$ cat config.mk
export PLATFORM = sky130hd
export DESIGN_NAME = mips_spi_master
export DESIGN_NICKNAME = d
export VERILOG_FILES = /design/src/rtl/mips_spi_pkg.sv /design/src/rtl/mips_spi_master_clk_div.sv /design/src/rtl/mips_spi_master.sv
export SDC_FILE = /design/constraint.sdc
export NUM_CORES = 1
export LEC_CHECK = 0
export BUFFER_PORTS_ARGS = -buffer_cell sky130_fd_sc_hd__buf_2
export CAP_MARGIN = 25
export CORE_ASPECT_RATIO = 0.9
export CORE_UTILIZATION = 52
export DETAILED_ROUTE_END_ITERATION = 16
export PLACE_DENSITY_LB_ADDON = 0.25
export RECOVER_POWER = 25
export SYNTH_ARGS = -nofsm -noshare
export SYNTH_HDL_FRONTEND = slang
export SYNTH_SLANG_ARGS = --single-unit
$ cat constraint.sdc
create_clock -name clk -period 3 [get_ports clk]
set_clock_uncertainty 0.2 [all_clocks]
set_input_delay 0.45 -clock clk [delete_from_list [all_inputs] [get_ports clk]]
set_output_delay 0.45 -clock clk [all_outputs]
set_load 0.03 [all_outputs]
$ cat src/rtl/mips_spi_pkg.sv
`default_nettype none
//------------------------------------------------------------------------------
// Module   : mips_spi_pkg
// Purpose  : Shared types and constants for the memory-mapped SPI master.
// Revision : 1.0  initial release
//------------------------------------------------------------------------------
package mips_spi_pkg;

    localparam int c_SPI_BYTE_W = 8;

    // ADDR[2] offsets within the block's address pair
    localparam logic c_REG_DATA = 1'b0;
    localparam logic c_REG_CTRL = 1'b1;

    localparam int c_STAT_BUSY     = 0;
    localparam int c_STAT_RX_VALID = 1;
    localparam int c_STAT_WCOL     = 2;
    localparam int c_STAT_HOLD_CS  = 3;

    typedef enum logic [2:0] {
        ST_IDLE   = 3'd0,
        ST_SETUP  = 3'd1,
        ST_HIGH   = 3'd2,
        ST_LOW    = 3'd3,
        ST_FINISH = 3'd4
    } spi_state_e;

endpackage
`default_nettype wire

$ cat src/rtl/mips_spi_master_clk_div.sv
`default_nettype none
//------------------------------------------------------------------------------
// Module   : spi_clk_div
// Purpose  : Phase timer; emits a one-cycle tick every CLK_DIV enabled cycles.
// Revision : 1.0  initial release
//------------------------------------------------------------------------------
module spi_clk_div #(
    parameter int CLK_DIV = 4
) (
    input  logic clk,
    input  logic rst,
    input  logic clr,
    input  logic en,
    output logic tick
);

    localparam int c_CNT_W = (CLK_DIV > 1) ? $clog2(CLK_DIV) : 1;
    localparam logic [c_CNT_W-1:0] c_TERM = c_CNT_W'(CLK_DIV - 1);

    logic [c_CNT_W-1:0] r_cnt;

    always_ff @(posedge clk) begin
        if (rst || clr) begin
            r_cnt <= '0;
        end else if (en) begin
            r_cnt <= (r_cnt == c_TERM) ? '0 : r_cnt + c_CNT_W'(1);
        end
    end

    assign tick = en && (r_cnt == c_TERM);

endmodule
`default_nettype wire

$ cat src/rtl/mips_spi_master.sv
`default_nettype none
//------------------------------------------------------------------------------
// Module   : mips_spi_master
// Purpose  : CPU-visible SPI mode-0 master, one byte per transfer, MSB first.
// Revision : 1.0  initial release
//------------------------------------------------------------------------------
module mips_spi_master
    import mips_spi_pkg::*;
#(
    parameter int CLK_DIV = 4
) (
    input  logic        clk,
    input  logic        rst,
    input  logic        sel,
    input  logic        rdWR,
    input  logic        reg_addr,
    input  logic [31:0] data_in,
    output logic [31:0] data_out,
    output logic        SCK,
    output logic        MOSI,
    input  logic        MISO,
    output logic        nCS,
    output logic        busy
);

    // Access kinds: [0] wr DATA, [1] wr CTRL, [2] rd DATA, [3] rd STATUS
    logic [3:0] w_kind;
    logic [3:0] r_kind_prev;
    logic [3:0] w_acc;

    spi_state_e r_state;
    spi_state_e w_next;

    logic                    w_tick;
    logic                    w_start;
    logic                    w_sample;
    logic                    w_shift;
    logic                    w_bit_inc;
    logic                    w_done;
    logic                    w_busy;
    logic                    w_sck;
    logic [2:0]              r_bit_cnt;
    logic [c_SPI_BYTE_W-1:0] r_shift;
    logic [c_SPI_BYTE_W-1:0] r_rx;
    logic [c_SPI_BYTE_W-1:0] r_rx_byte;
    logic                    r_rx_valid;
    logic                    r_wcol;
    logic                    r_hold_cs;
    logic                    r_ncs;
    logic                    w_unused_data;

    assign w_kind = {sel & ~rdWR &  reg_addr,
                     sel & ~rdWR & ~reg_addr,
                     sel &  rdWR &  reg_addr,
                     sel &  rdWR & ~reg_addr};
    assign w_acc  = w_kind & ~r_kind_prev;

    assign w_start       = w_acc[0] && (r_state == ST_IDLE);
    assign w_unused_data = &{1'b0, data_in[31:c_SPI_BYTE_W]};

    always_ff @(posedge clk) begin
        if (rst) begin
            r_kind_prev <= '0;
        end else begin
            r_kind_prev <= w_kind;
        end
    end

    spi_clk_div #(
        .CLK_DIV (CLK_DIV)
    ) u_clk_div (
        .clk  (clk),
        .rst  (rst),
        .clr  (w_start),
        .en   (w_busy),
        .tick (w_tick)
    );

    always_ff @(posedge clk) begin
        if (rst) begin
            r_state <= ST_IDLE;
        end else begin
            r_state <= w_next;
        end
    end

    always_comb begin
        w_next = r_state;
        case (r_state)
            ST_IDLE:   if (w_start) w_next = ST_SETUP;
            ST_SETUP:  if (w_tick)  w_next = ST_HIGH;
            ST_HIGH:   if (w_tick)  w_next = ST_LOW;
            ST_LOW:    if (w_tick)  w_next = (r_bit_cnt == 3'd7) ? ST_FINISH : ST_HIGH;
            ST_FINISH: if (w_tick)  w_next = ST_IDLE;
            default:                w_next = ST_IDLE;
        endcase
    end

    // Strobes fire on the edge that enters the named phase
    always_comb begin
        w_busy    = (r_state != ST_IDLE);
        w_sck     = (r_state == ST_HIGH);
        w_sample  = w_tick && ((r_state == ST_SETUP) ||
                               ((r_state == ST_LOW) && (r_bit_cnt != 3'd7)));
        w_shift   = w_tick && (r_state == ST_HIGH);
        w_bit_inc = w_tick && (r_state == ST_LOW);
        w_done    = w_tick && (r_state == ST_FINISH);
    end

    always_ff @(posedge clk) begin
        if (rst) begin
            r_bit_cnt  <= '0;
            r_shift    <= '0;
            r_rx       <= '0;
            r_rx_byte  <= '0;
            r_rx_valid <= 1'b0;
            r_wcol     <= 1'b0;
            r_hold_cs  <= 1'b0;
            r_ncs      <= 1'b1;
        end else begin
            if (w_start) begin
                r_shift   <= data_in[c_SPI_BYTE_W-1:0];
                r_bit_cnt <= '0;
                r_wcol    <= 1'b0;
                r_ncs     <= 1'b0;
            end else if (w_acc[0]) begin
                r_wcol <= 1'b1;
            end
            if (w_sample) begin
                r_rx <= {r_rx[c_SPI_BYTE_W-2:0], MISO};
            end
            if (w_shift) begin
                r_shift <= {r_shift[c_SPI_BYTE_W-2:0], 1'b0};
            end
            if (w_bit_inc) begin
                r_bit_cnt <= r_bit_cnt + 3'd1;
            end
            if (w_acc[1]) begin
                r_hold_cs <= data_in[0];
                if (!data_in[0] && !w_busy) begin
                    r_ncs <= 1'b1;
                end
            end
            if (w_acc[2]) begin
                r_rx_valid <= 1'b0;
            end
            // A completing transfer overrides a same-cycle DATA read clear
            if (w_done) begin
                r_rx_byte  <= r_rx;
                r_rx_valid <= 1'b1;
                r_ncs      <= ~r_hold_cs;
            end
        end
    end

    always_comb begin
        data_out = '0;
        if (sel && !rdWR) begin
            if (reg_addr == c_REG_CTRL) begin
                data_out[c_STAT_BUSY]     = w_busy;
                data_out[c_STAT_RX_VALID] = r_rx_valid;
                data_out[c_STAT_WCOL]     = r_wcol;
                data_out[c_STAT_HOLD_CS]  = r_hold_cs;
            end else begin
                data_out[c_SPI_BYTE_W-1:0] = r_rx_byte;
            end
        end
    end

    assign SCK  = w_sck;
    assign MOSI = r_shift[c_SPI_BYTE_W-1];
    assign nCS  = r_ncs;
    assign busy = w_busy;

endmodule
`default_nettype wire

==> flow_summary_export.csv <==
group,metric,value,unit
timing,period_share,79.0,%
place,dpl.hpwl,2360,um
place,gp_congestion,0.720,
synth,synth-async-reset-ratio,0,%
floorplanning,die_h,60.4,um
floorplanning,die_area,4040,sq um
floorplanning,rows,20,
route,initialDrtViolationCount,105,
global_route,grt_util_all_layers,19.1,%
power_and_ir_drop,p_leak,0.823,nW
cells_and_area,diodes,0,
power_and_ir_drop,powerDensity,493,nW/um^2
synth,synth_area_leaders,"dfxtp_1 (40%), buf_4 (9.2%), a21oi_1 (6.4%), nand2_1 (4.4%), nand3_1 (4.1%)",
run_status,status,"finished with violations",
synth,yosys_register_bits,39,
worst_hold_path,min-delay-start,"MISO",
route,wire_per_inst,12.3,um
power_and_ir_drop,max-vdd-ir-drop,0.271,mV
setup_path,crit-reg2reg-launch,"r_state[2]",
cells_and_area,drive_gt1_share,14.3,%
synth,synth_top_flop_cell,"dfxtp_1",
timing,worst_pin_slew,1.74,ns
clocking,cts_buffers,5,
route,drtAntennaViolNets,0,
synth,avgSynthCellArea,8.38,sq um
synth,netlist_instances,235,
timing,rsz0062_at_grt,"false",
clocking,clock_latency,0.29,ns
timing,slew_headroom,-16.2,%
cells_and_area,final_nets,291,
timing,fmax,422,MHz
synth,synth_largest_area_cell,"dfxtp_1",
clocking,cts_tree,"done",
clocking,cts_setup_buffers,0,
flow_run,maxCapViolCount,1,
floorplanning,initial_core_util,56.2,%
timing,final-setup-viol-count,0,
global_route,overflow,0,
clocking,ctsResizeCount,0,
setup_path,crit_type,"reg2out",
synth,yosysUniqueCellTypes,39,
global_route,grt_first_pass_wirelength,5660,um
timing,tns,0,ns
worst_hold_path,min_path_type,"in2reg",
setup_path,worstPathCellList,"nor3_2, inv_2, buf_2",
cells_and_area,fin_cells,295,
setup_path,max_stage_delay,0.52,ns
clocking,cts_root_buffer,"clkbuf_8",
synth,ys_warn_count,0,
timing,worst_hold_slack,0.198,ns
setup_path,cp.arrival,1.72,ns
synth,syn-cell-area,1970,sq um
setup_path,crit_start,"r_state[2]",
clocking,clockBufferDepth,2,
floorplanning,pin_count,74,
synth,synth.top_cell.area_share,39.7,%
setup_path,cp-start-kind,"flip-flop",
timing,finalCriticalPeriod,2.37,ns
place,place_area,1980,sq um
clocking,cts_hold_buf,0,
global_route,grt_pass1_vias,1213,
clocking,cts.clk_slew.worst_paths,0.07,ns
floorplanning,core,3500,sq um
place,portBuffers,25,
cells_and_area,syn_to_final_growth,5.59,%
route,routed_via_density,5.28,
place,place_inst,287,
setup_path,required,2.35,ns
setup_path,cp_slowest_cell,"nor3_2",
global_route,antenna_found_initial,0,
setup_path,cp-end-kind,"output port",
timing,finalHoldViolations,0,
cells_and_area,final_area,2080,sq um
route,vias,1557,
clocking,clock_sinks,39,
run_status,violations,"max-capacitance violations, max-slew violations",
synth,ys_seq_area_share,39.7,%
power_and_ir_drop,total_power,1.03,mW
route,totalWireLength,3630,um
setup_path,cp_max_fo,15,
route,firstDrtPassIters,5,
floorplanning,die_w,66.9,um
route,route.detailed.drc,0,
clocking,cts_max_level,2,
timing,drv_slew,41,
synth,synth_edf_count,0,
global_route,grt_max_degree,41,
setup_path,worst-r2r-setup-slack,1.00,ns
[routing by layer]
| metal | share of wire (%) | vias up | global-route usage (%) | wire length (um) |
|---|---|---|---|---|
| met4 | 1.2 | 0 | 6.38 | 42 |
| met1 | 51 | 702 | 26.7 | 1850 |
| met5 | 0 | - | 0 | 0 |
| li1 | - | 809 | - | - |
| met3 | 5.3 | 7 | 7.33 | 194 |
| met2 | 43 | 39 | 26.8 | 1540 |
[worst max-delay path: cells and delay by family, from the launching register on]
kind | cells | cell delay [ns]
buffers and inverters | 2 | 0.49
DFF | 1 | 0.41
and+or+nand+nor | 1 | 0.52
[through the flow]
stage	utilization, %	setup WS, ns
6_report	59.3	0.631
5_1_grt	59.3	0.478
4_1_cts	59.4	0.599
3_5_place_dp	56.6	0.876
3_3_place_gp	56.6	0.936
2_1_floorplan	-	0.792
[power by group]
group | switching (mW) | total, mW | internal, mW
clock | 0.182 | 0.392 | 0.210
combinational | 0.0789 | 0.101 | 0.0223
sequential | 0.00591 | 0.532 | 0.526
total | 0.267 | 1.03 | 0.758
[cells by family after synthesis]
family | synth area share [%]
flip-flops | 39.7
adder cells (fa/ha/maj) | 1.91
buffers and inverters | 13.8
AND/OR/NAND/NOR | 25.1
AO/OA/AOI/OAI | 16.8
other | 0.191
multiplexers | 2.54
[registers in the layout, summed over array words and instances, names as in the netlist]
| register | count |
|---|---|
| u_clk_div.r_cnt | 2 |
| nCS | 1 |
| r_kind_prev | 3 |
| r_rx_byte | 8 |
| r_hold_cs | 1 |
| r_rx | 8 |
| r_wcol | 1 |
| r_state | 3 |
| r_shift | 8 |
| r_rx_valid | 1 |
| r_bit_cnt | 3 |
[cell usage in the layout (no fill, tap or decap), types with 3 or more instances in the layout]
master,netlist,layout
buf_2,10,22
dfxtp_1,39,39
clkbuf_1,6,4
nor3_1,5,5
nor2_1,17,17
ha_1,3,3
mux2i_1,5,5
nand2_1,23,23
conb_1,1,24
and2_1,5,5
a21oi_1,25,25
o211ai_1,3,3
a311oi_1,5,5
nand2b_1,3,3
nor3b_1,3,3
clkbuf_8,0,7
nand3_1,16,16
o21ai_0,14,14
[layout make-up]
type / instances / area, sq um
inverters: 1 / 3.75
multi-input cells: 176 / 1000
clock buffers: 8 / 100
flip-flops and latches: 39 / 781
fillers: 343 / 1430
repair buffers: 27 / 136
well taps: 44 / 55.1
[path summary, 6_finish.rpt]
kind | cells after the start | to
max | 3 | busy
min | 3 | r_rx[0]
max reg2reg | 4 | nCS
min reg2reg | 2 | r_rx_byte[7]
[cell usage after synthesis, types with 2 or more instances]
library cell	count
and2_1	5
nor2_1	17
nand2b_1	3
nand4b_1	2
or3_1	2
o21ai_0	14
clkbuf_1	6
o211ai_1	3
buf_4	24
nand2_1	23
nand4bb_1	2
ha_1	3
a2111oi_2	2
o21ai_1	2
nor3_1	5
nand3_1	16
mux2i_1	5
dfxtp_1	39
a211oi_1	2
nor2b_1	2
a21oi_1	25
nor3b_1	3
a311oi_1	5
buf_2	10
Power figures use the tool's default switching activity.
